$ cat src/rtl/power_charge_if.sv
// Shot-power handshake bundle between the fire button/turn logic, the power bar
// and the flight pipeline. The master side is the power_charge block itself.
interface power_charge_if;
    logic       btn;
    logic       my_turn;
    logic       fire_ack;
    logic [4:0] in_power;
    logic       fire_valid;
    logic       charging;
    logic [4:0] bar_level;

    modport master (
        input  btn, my_turn, fire_ack,
        output in_power, fire_valid, charging, bar_level
    );

    modport slave (
        output btn, my_turn, fire_ack,
        input  in_power, fire_valid, charging, bar_level
    );
endinterface

$ cat src/rtl/power_charge.sv
// Ping-pong shot power bar: charges while the fire button is held on our turn,
// latches the bar on release and holds a valid/ack handshake toward flight logic.
module power_charge #(
    parameter int TICK_CYCLES = 3_000_000,
    parameter int MIN_POWER   = 4,
    parameter int MAX_POWER   = 31
) (
    input  logic          clk60MHz,
    input  logic          rst,
    power_charge_if.master bus
);

    typedef enum logic [1:0] {IDLE, CHARGE, FIRE, DONE} state_e;

    localparam int               CW        = (TICK_CYCLES > 1) ? $clog2(TICK_CYCLES) : 1;
    localparam logic [CW-1:0]    TICK_LAST = CW'(TICK_CYCLES - 1);
    localparam logic [4:0]       LVL_MIN   = 5'(MIN_POWER);
    localparam logic [4:0]       LVL_MAX   = 5'(MAX_POWER);

    state_e        state_q, state_d;
    logic [2:0]    btn_sync_q, btn_sync_d;
    logic [CW-1:0] tick_cnt_q, tick_cnt_d;
    logic [4:0]    level_q, level_d;
    logic          dir_up_q, dir_up_d;
    logic [4:0]    in_power_q, in_power_d;
    logic          fire_valid_q, fire_valid_d;
    logic          charging_q, charging_d;

    logic btn_rise;
    logic btn_fall;
    logic tick;

    // [0],[1] form the synchronizer; [2] is the previous synchronized value for edge detect.
    assign btn_rise = btn_sync_q[1] & ~btn_sync_q[2];
    assign btn_fall = ~btn_sync_q[1] & btn_sync_q[2];
    assign tick     = (tick_cnt_q == TICK_LAST);

    // NOTE: every signal written here gets a default first, so no path leaves it unassigned and no latch is inferred.
    always_comb begin
        btn_sync_d   = {btn_sync_q[1:0], bus.btn};
        state_d      = state_q;
        tick_cnt_d   = tick_cnt_q;
        level_d      = level_q;
        dir_up_d     = dir_up_q;
        in_power_d   = in_power_q;
        fire_valid_d = fire_valid_q;

        unique case (state_q)
            IDLE: begin
                level_d = '0;
                if (bus.my_turn && btn_rise) begin
                    state_d    = CHARGE;
                    level_d    = LVL_MIN;
                    dir_up_d   = 1'b1;
                    tick_cnt_d = '0;
                end
            end

            CHARGE: begin
                // Losing the turn beats a release; a release beats a tick (pre-tick level is latched).
                if (!bus.my_turn) begin
                    state_d = IDLE;
                    level_d = '0;
                end else if (btn_fall) begin
                    state_d      = FIRE;
                    in_power_d   = level_q;
                    fire_valid_d = 1'b1;
                end else begin
                    tick_cnt_d = tick ? '0 : tick_cnt_q + 1'b1;
                    if (tick) begin
                        if (dir_up_q) begin
                            if (level_q == LVL_MAX) begin
                                dir_up_d = 1'b0;
                                level_d  = LVL_MAX - 5'd1;
                            end else begin
                                level_d  = level_q + 5'd1;
                            end
                        end else begin
                            if (level_q == LVL_MIN) begin
                                dir_up_d = 1'b1;
                                level_d  = LVL_MIN + 5'd1;
                            end else begin
                                level_d  = level_q - 5'd1;
                            end
                        end
                    end
                end
            end

            FIRE: begin
                // The shot is committed here: only the acknowledge moves us on.
                if (bus.fire_ack) begin
                    fire_valid_d = 1'b0;
                    state_d      = DONE;
                end
            end

            DONE: begin
                if (!bus.my_turn) begin
                    state_d = IDLE;
                    level_d = '0;
                end
            end

            default: state_d = IDLE;
        endcase

        charging_d = (state_d == CHARGE);
    end

    // NOTE: sequential state uses non-blocking assignments so every flop samples pre-edge values.
    always_ff @(posedge clk60MHz or posedge rst) begin
        if (rst) begin
            state_q      <= IDLE;
            btn_sync_q   <= '0;
            tick_cnt_q   <= '0;
            level_q      <= '0;
            dir_up_q     <= 1'b1;
            in_power_q   <= '0;
            fire_valid_q <= 1'b0;
            charging_q   <= 1'b0;
        end else begin
            state_q      <= state_d;
            btn_sync_q   <= btn_sync_d;
            tick_cnt_q   <= tick_cnt_d;
            level_q      <= level_d;
            dir_up_q     <= dir_up_d;
            in_power_q   <= in_power_d;
            fire_valid_q <= fire_valid_d;
            charging_q   <= charging_d;
        end
    end

    assign bus.in_power   = in_power_q;
    assign bus.fire_valid = fire_valid_q;
    assign bus.charging   = charging_q;
    assign bus.bar_level  = level_q;

endmodule

$ cat src/flat_wrapper.sv
// flat-port wrapper written by rule: the top's interface ports become plain ports
module power_charge_flat 
#(
    parameter int TICK_CYCLES = 3_000_000,
    parameter int MIN_POWER   = 4,
    parameter int MAX_POWER   = 31
)
  (clk60MHz, rst, bus_btn, bus_my_turn, bus_fire_ack, bus_in_power, bus_fire_valid, bus_charging, bus_bar_level);
  power_charge_if bus_i ();
  input  logic clk60MHz;
  input  logic rst;
  input wire logic [$bits(bus_i.btn)-1:0] bus_btn;
  input wire logic [$bits(bus_i.my_turn)-1:0] bus_my_turn;
  input wire logic [$bits(bus_i.fire_ack)-1:0] bus_fire_ack;
  output wire logic [$bits(bus_i.in_power)-1:0] bus_in_power;
  output wire logic [$bits(bus_i.fire_valid)-1:0] bus_fire_valid;
  output wire logic [$bits(bus_i.charging)-1:0] bus_charging;
  output wire logic [$bits(bus_i.bar_level)-1:0] bus_bar_level;
  assign bus_i.btn = bus_btn;
  assign bus_i.my_turn = bus_my_turn;
  assign bus_i.fire_ack = bus_fire_ack;
  assign bus_in_power = bus_i.in_power;
  assign bus_fire_valid = bus_i.fire_valid;
  assign bus_charging = bus_i.charging;
  assign bus_bar_level = bus_i.bar_level;
  power_charge #(.TICK_CYCLES(TICK_CYCLES), .MIN_POWER(MIN_POWER), .MAX_POWER(MAX_POWER)) u_core (.clk60MHz(clk60MHz), .rst(rst), .bus(bus_i));
endmodule
$ cat config.mk
export PLATFORM = sky130hd
export DESIGN_NAME = power_charge_flat
export DESIGN_NICKNAME = d
export VERILOG_FILES = /design/src/rtl/power_charge_if.sv /design/src/rtl/power_charge.sv /design/src/flat_wrapper.sv
export SDC_FILE = /design/constraint.sdc
export NUM_CORES = 1
export LEC_CHECK = 0
export BUFFER_PORTS_ARGS = -buffer_cell sky130_fd_sc_hd__buf_2
export CORE_MARGIN = 2
export CORE_UTILIZATION = 50
export DETAILED_ROUTE_END_ITERATION = 8
export GPL_TIMING_DRIVEN = 0
export PLACE_DENSITY = 0.74
export SLEW_MARGIN = 20
export SYNTH_ARGS = -nofsm -noshare
export SYNTH_HDL_FRONTEND = slang
export SYNTH_SLANG_ARGS = --single-unit
$ cat constraint.sdc
create_clock -name clk60MHz -period 3.7 [get_ports clk60MHz]
set_clock_uncertainty 0.05 [all_clocks]
set_input_delay 0.74 -clock clk60MHz [delete_from_list [all_inputs] [get_ports clk60MHz]]
set_output_delay 0.74 -clock clk60MHz [all_outputs]
set_load 0.01 [all_outputs]
## Word-level counts from Yosys, hierarchy flattened

Index checks and enable logic that the tools add are counted.

- Word-level logic and storage cells: 73
- Register bits: 40

- Reductions and logical operators: 10
- Multiplexer cells: 32
- Add/subtract/negate cells: 3
- Eq/ne operators: 16
- Bitwise operators: 4

Operators by type and width:

| operator | number |
|---|---|
| $mux W22 | 4 |
| $pmux W22 S2 | 1 |
| $mux W5 | 7 |
| $add A22 B1 Y22 const B | 1 |
| $eq A22 B22 Y1 const B | 1 |
| $pmux W5 S3 | 1 |
| $reduce_and A4 Y1 | 3 |
| $mux W1 | 10 |
| $mux W2 | 5 |
| $ne A2 B2 Y1 const B | 4 |
| $pmux W2 S4 | 1 |
| $ne A2 B1 Y1 const B | 3 |
| $add A5 B1 Y5 const B | 1 |
| $eq A5 B3 Y1 const B | 1 |
| $eq A5 B5 Y1 const B | 1 |
| $reduce_and A5 Y1 | 1 |
| $sub A5 B1 Y5 const B | 1 |
| $eq A2 B1 Y1 const B | 2 |
| $eq A2 B2 Y1 const B | 2 |
| $pmux W1 S2 | 2 |
| $reduce_bool A2 Y1 | 2 |
| $mux W3 | 1 |
| $ne A3 B2 Y1 const B | 1 |
| $ne A3 B3 Y1 const B | 1 |
| 6 further kinds | 8 |

## Longest topological paths before layout

- Depth after elaboration: 7
- Gate-level depth with buffers: 8

## Least setup slack after synthesis

OpenSTA, ideal clock, no wires.

- Kind: input to register
- Start point: input port bus_my_turn
- End point: register u_core.dir_up_q
- Required time: 3.570 ns
- Stages on the path: 5
- Setup slack: 1.646 ns
- Buffers on the path: 1
- Data arrival time: 1.925 ns
- Cell sequence: inv_1 -> or3_1 -> buf_2 -> or4_1 -> o22a_1

- Longest elaborated chain between the ends: 3
- Elaborated cells on any way between the ends: 4
- Classes of those cells: 2 x eq/ne; 2 x reduce/logical

Ends and longest elaborated chain:

| element | line | source |
|---|---|---|
| from (decl) | flat_wrapper.sv:13 | `input wire logic [$bits(bus_i.my_turn)-1:0] bus_my_turn;` |
| $logic_and A1 B1 Y1 | power_charge.sv:51 | `if (bus.my_turn && btn_rise) begin` |
| $ne A2 B1 Y1 (no line) | -- |  |
| $reduce_and A5 Y1 (no line) * | -- |  |
| to (signal assigned) | power_charge.sv:127 | `dir_up_q <= dir_up_d;` |
| to (decl) | power_charge.sv:24 | `logic dir_up_q, dir_up_d;` |

Every way passes the cells marked *; elsewhere a longest branch is shown, timed or not.
A chain may end at the register's enable or synchronous reset.

## Worst setup path in the final report

- Start point: register u_core.level_q[0], in the netlist u_core.bus.bar_level[0]
- End point: register u_core.level_q[0], in the netlist u_core.bus.bar_level[0]

- Longest elaborated chain between the ends: 7
- Elaborated cells on any way between the ends: 11
- Classes of those cells: 2 x add/sub; 2 x eq/ne; 7 x mux

Ends and longest elaborated chain:

| element | line | source |
|---|---|---|
| from (decl) | power_charge.sv:23 | `logic [4:0] level_q, level_d;` |
| from (signal assigned) | power_charge.sv:126 | `level_q <= level_d;` |
| $sub A5 B1 Y5 (tied with other cells) | power_charge.sv:83 | `level_d = level_q - 5'd1;` |
| $mux W5 (on tied branches) | power_charge.sv:79, power_charge.sv:72 |  |
| $mux W5 * | power_charge.sv:71 | `if (dir_up_q) begin` |
| $mux W5 * | power_charge.sv:70 | `if (tick) begin` |
| $mux W5 * | power_charge.sv:64 | `end else if (btn_fall) begin` |
| $mux W5 * | power_charge.sv:61 | `if (!bus.my_turn) begin` |
| $pmux W5 S3 * | power_charge.sv:48 | `unique case (state_q)` |

Every way passes the cells marked *; elsewhere a longest branch is shown, timed or not. The select of a mux whose other input is x is not followed.

==> impl_metrics.ini <==
[status]
status = finished clean

[yosys]
seq_area_frac_synth = 0.4551
syn_nets = 248
yosys_warnings = 0
ys_async_sr_fraction = 1.000
synth_edf_count = 0
synth_cells = 240
ys_types = 51
synth_flop_cell = dfrtp_1
avgSynthCellArea_um2 = 9.175
synth-seq-cells = 40
synthesis.area_um2 = 2202

[global_route]
grt_pass1_vias = 1808
grt_first_pass_wirelength_um = 8466
grt_max_degree = 25
grt.total_usage = 0.2159
grt_antenna_before_repair = 0
overflow = 0

[clocking]
cts.clk_slew.worst_paths_ns = 0.08
postCtsSetupBuffers = 0
cts_made_buffers = 5
cts_tree = done
insertion_delay_ns = 0.30
clkSinkCount = 40
ctsHoldBuffers = 0
clock_path_buffers = 2
ctsRootBufferMaster = clkbuf_8
clock_tree.htree_level_count = 2
cts_resized = 0

[power_and_ir_drop]
pwr-share-comb = 0.136
ir_drop_mv = 0.2699
p_sw_mw = 0.2849
p_per_area_nw_per_um2 = 388.3
seqPwrFrac = 0.538
p_leak_nw = 1.063
power_frac_clock = 0.325
p_int_mw = 0.6751
switching_share = 0.2968

[routing]
dr.pass1.iters = 4
dr_total_vias = 1837
drtIter0Drc = 163
drc = 0
viasPerCell = 5.795
wire_per_inst_um = 15.03
drtAntennaViolNets = 0
finalWirelength_um = 4763

[worst_setup_path]
startpoint_type = flop
crit_start = u_core.bus.bar_level[0]
crit_path_max_fanout = 7
r2r_slack_ns = 1.60
r2r_cells = 7
r2r-start = u_core.bus.bar_level[0]
crit_path_end_kind = flop
arrival_ns = 2.28
crit_type = reg2reg
crit_required_ns = 3.88

[placement]
place_hpwl_um = 3437
io_buffers = 16
gp_congestion = 0.8403

[worst_hold_path]
hp-class = reg2reg
worstHoldStart = u_core.btn_sync_q[0]
hold_depth = 0

[timing]
fmax_ghz = 0.4759
min_period_over_period = 0.5679
drv_slew = 0
hold_viol = 0
holdWs_ns = 0.3095
fin_crit_ns = 2.101
setup_tns_ns = 0
slew_headroom = 0.6439
final-setup-viol-count = 0
rsz0062_at_grt = false
worstMarginPinSlew_ns = 0.5336

[finish]
areaGrowthSynthToFinish_pct = 12.27
final_cell_mix = dfrtp_1, nand2_1, nor2_1
diodes = 0
drive_above_1_share = 0.1585
nFillCells = 390
final_net_count = 272
final_common_cell = dfrtp_1

[flow_run]
max_cap_viol_count = 0

[floorplanning]
core_area_um2 = 4294
initial_utilization = 0.5128
pin_count = 17
fp.dieH_um = 70.37
num_rows = 24
dieArea_um2 = 4951
die_x_um = 70.37
## final timing paths
check	endpoint
max	u_core.bus.bar_level[0]
min	u_core.btn_sync_q[1]
max reg2reg	u_core.bus.bar_level[0]
min reg2reg	u_core.btn_sync_q[1]
max in group asynchronous	u_core.dir_up_q
min in group asynchronous	u_core.bus.in_power[0]
## cells by family (layout without fill, tap and decap cells)
family          after synthesis  count (layout)  share of synthesized area
compound gates               52              52                     0.1500
simple gates                107             107                     0.2597
xor+xnor                     11              11                    0.04375
buf+inv                      19              44                    0.03523
flops                        40              40                     0.4551
mux                           8               8                    0.03920
fa+ha+maj                     3               3                    0.01705
## synthesized netlist by cell type, drive strengths merged, types with 2 or more instances
cell type  instances  share of area
nor4               6          0.024
a21oi             10          0.028
clkbuf             7          0.012
a31oi              6          0.017
nand3              9          0.020
and2               2         0.0057
ha                 3          0.017
inv                9          0.015
and3b              2         0.0080
mux2i              3          0.014
o21ai             20          0.045
and3               5          0.014
or3                2         0.0057
xnor2             10          0.040
o2111ai            2         0.0080
a221oi             2         0.0080
nor2              21          0.036
o211ai             2         0.0068
nand2b             2         0.0057
o31ai              2         0.0068
dfrtp             39           0.44
buf                3         0.0080
nand4              4          0.011
nor3              14          0.032
and4               2         0.0080
mux2               5          0.026
nand2             29          0.051
## through the flow
step	cell area, um2	utilization	setup WS [ns]	power (mW)	std cells
after global routing	2472	0.5758	1.485	1.012	317
after floorplan	2202	-	1.646	0.6085	240
after global placement	2347	0.5466	1.407	0.6442	308
after detailed placement	2375	0.5530	1.410	0.6561	309
final	2472	0.5758	1.599	0.9600	317
after CTS	2472	0.5758	1.601	0.9694	317
## state kept, by name, indices dropped and copies added, names as in the netlist
register / flops
u_core.bus.bar_level: 5
u_core.btn_sync_q: 3
u_core.dir_up_q: 1
u_core.tick_cnt_q: 22
u_core.state_q: 2
u_core.bus.fire_valid: 1
u_core.bus.in_power: 5
u_core.bus.charging: 1
## power by group through the flow
| stage | combinational [mW] | sequential, mW | clock (mW) |
|---|---|---|---|
| after floorplan | 0.0893 | 0.519 | 0 |
| after global placement | 0.122 | 0.522 | 0 |
| after detailed placement | 0.131 | 0.525 | 0 |
| after CTS | 0.131 | 0.517 | 0.321 |
| after global routing | 0.151 | 0.525 | 0.335 |
| final | 0.131 | 0.517 | 0.312 |
## layout make-up
class,count,area [um2],share of cell area
clock inverter,2,15.01,0.006073
sequential,40,1002,0.4054
clock buffer,6,82.58,0.03340
tap,52,65.06,0.02632
inverter,9,33.78,0.01366
buffer,10,43.79,0.01771
multi-input combinational,181,1122,0.4539
timing repair buffer,17,107.6,0.04352
## worst max-delay path: stages, from the launching register on
cell,delay (ns)
dfrtp_1,0.46
inv_1,0.10
ha_1,0.21
or3b_2,0.46
or3_1,0.38
a31oi_1,0.18
o21ai_0,0.09
o21ai_0,0.08
## routing by layer
layer  vias to the layer above  global-route usage  part of all wire
met5                         -                   0                 0
met4                         0             0.08974             0.020
met3                         9             0.04618             0.042
met2                        42              0.3344              0.47
met1                       872              0.2935              0.47
li1                        914                   -                 -
Power figures use the tool's default switching activity.
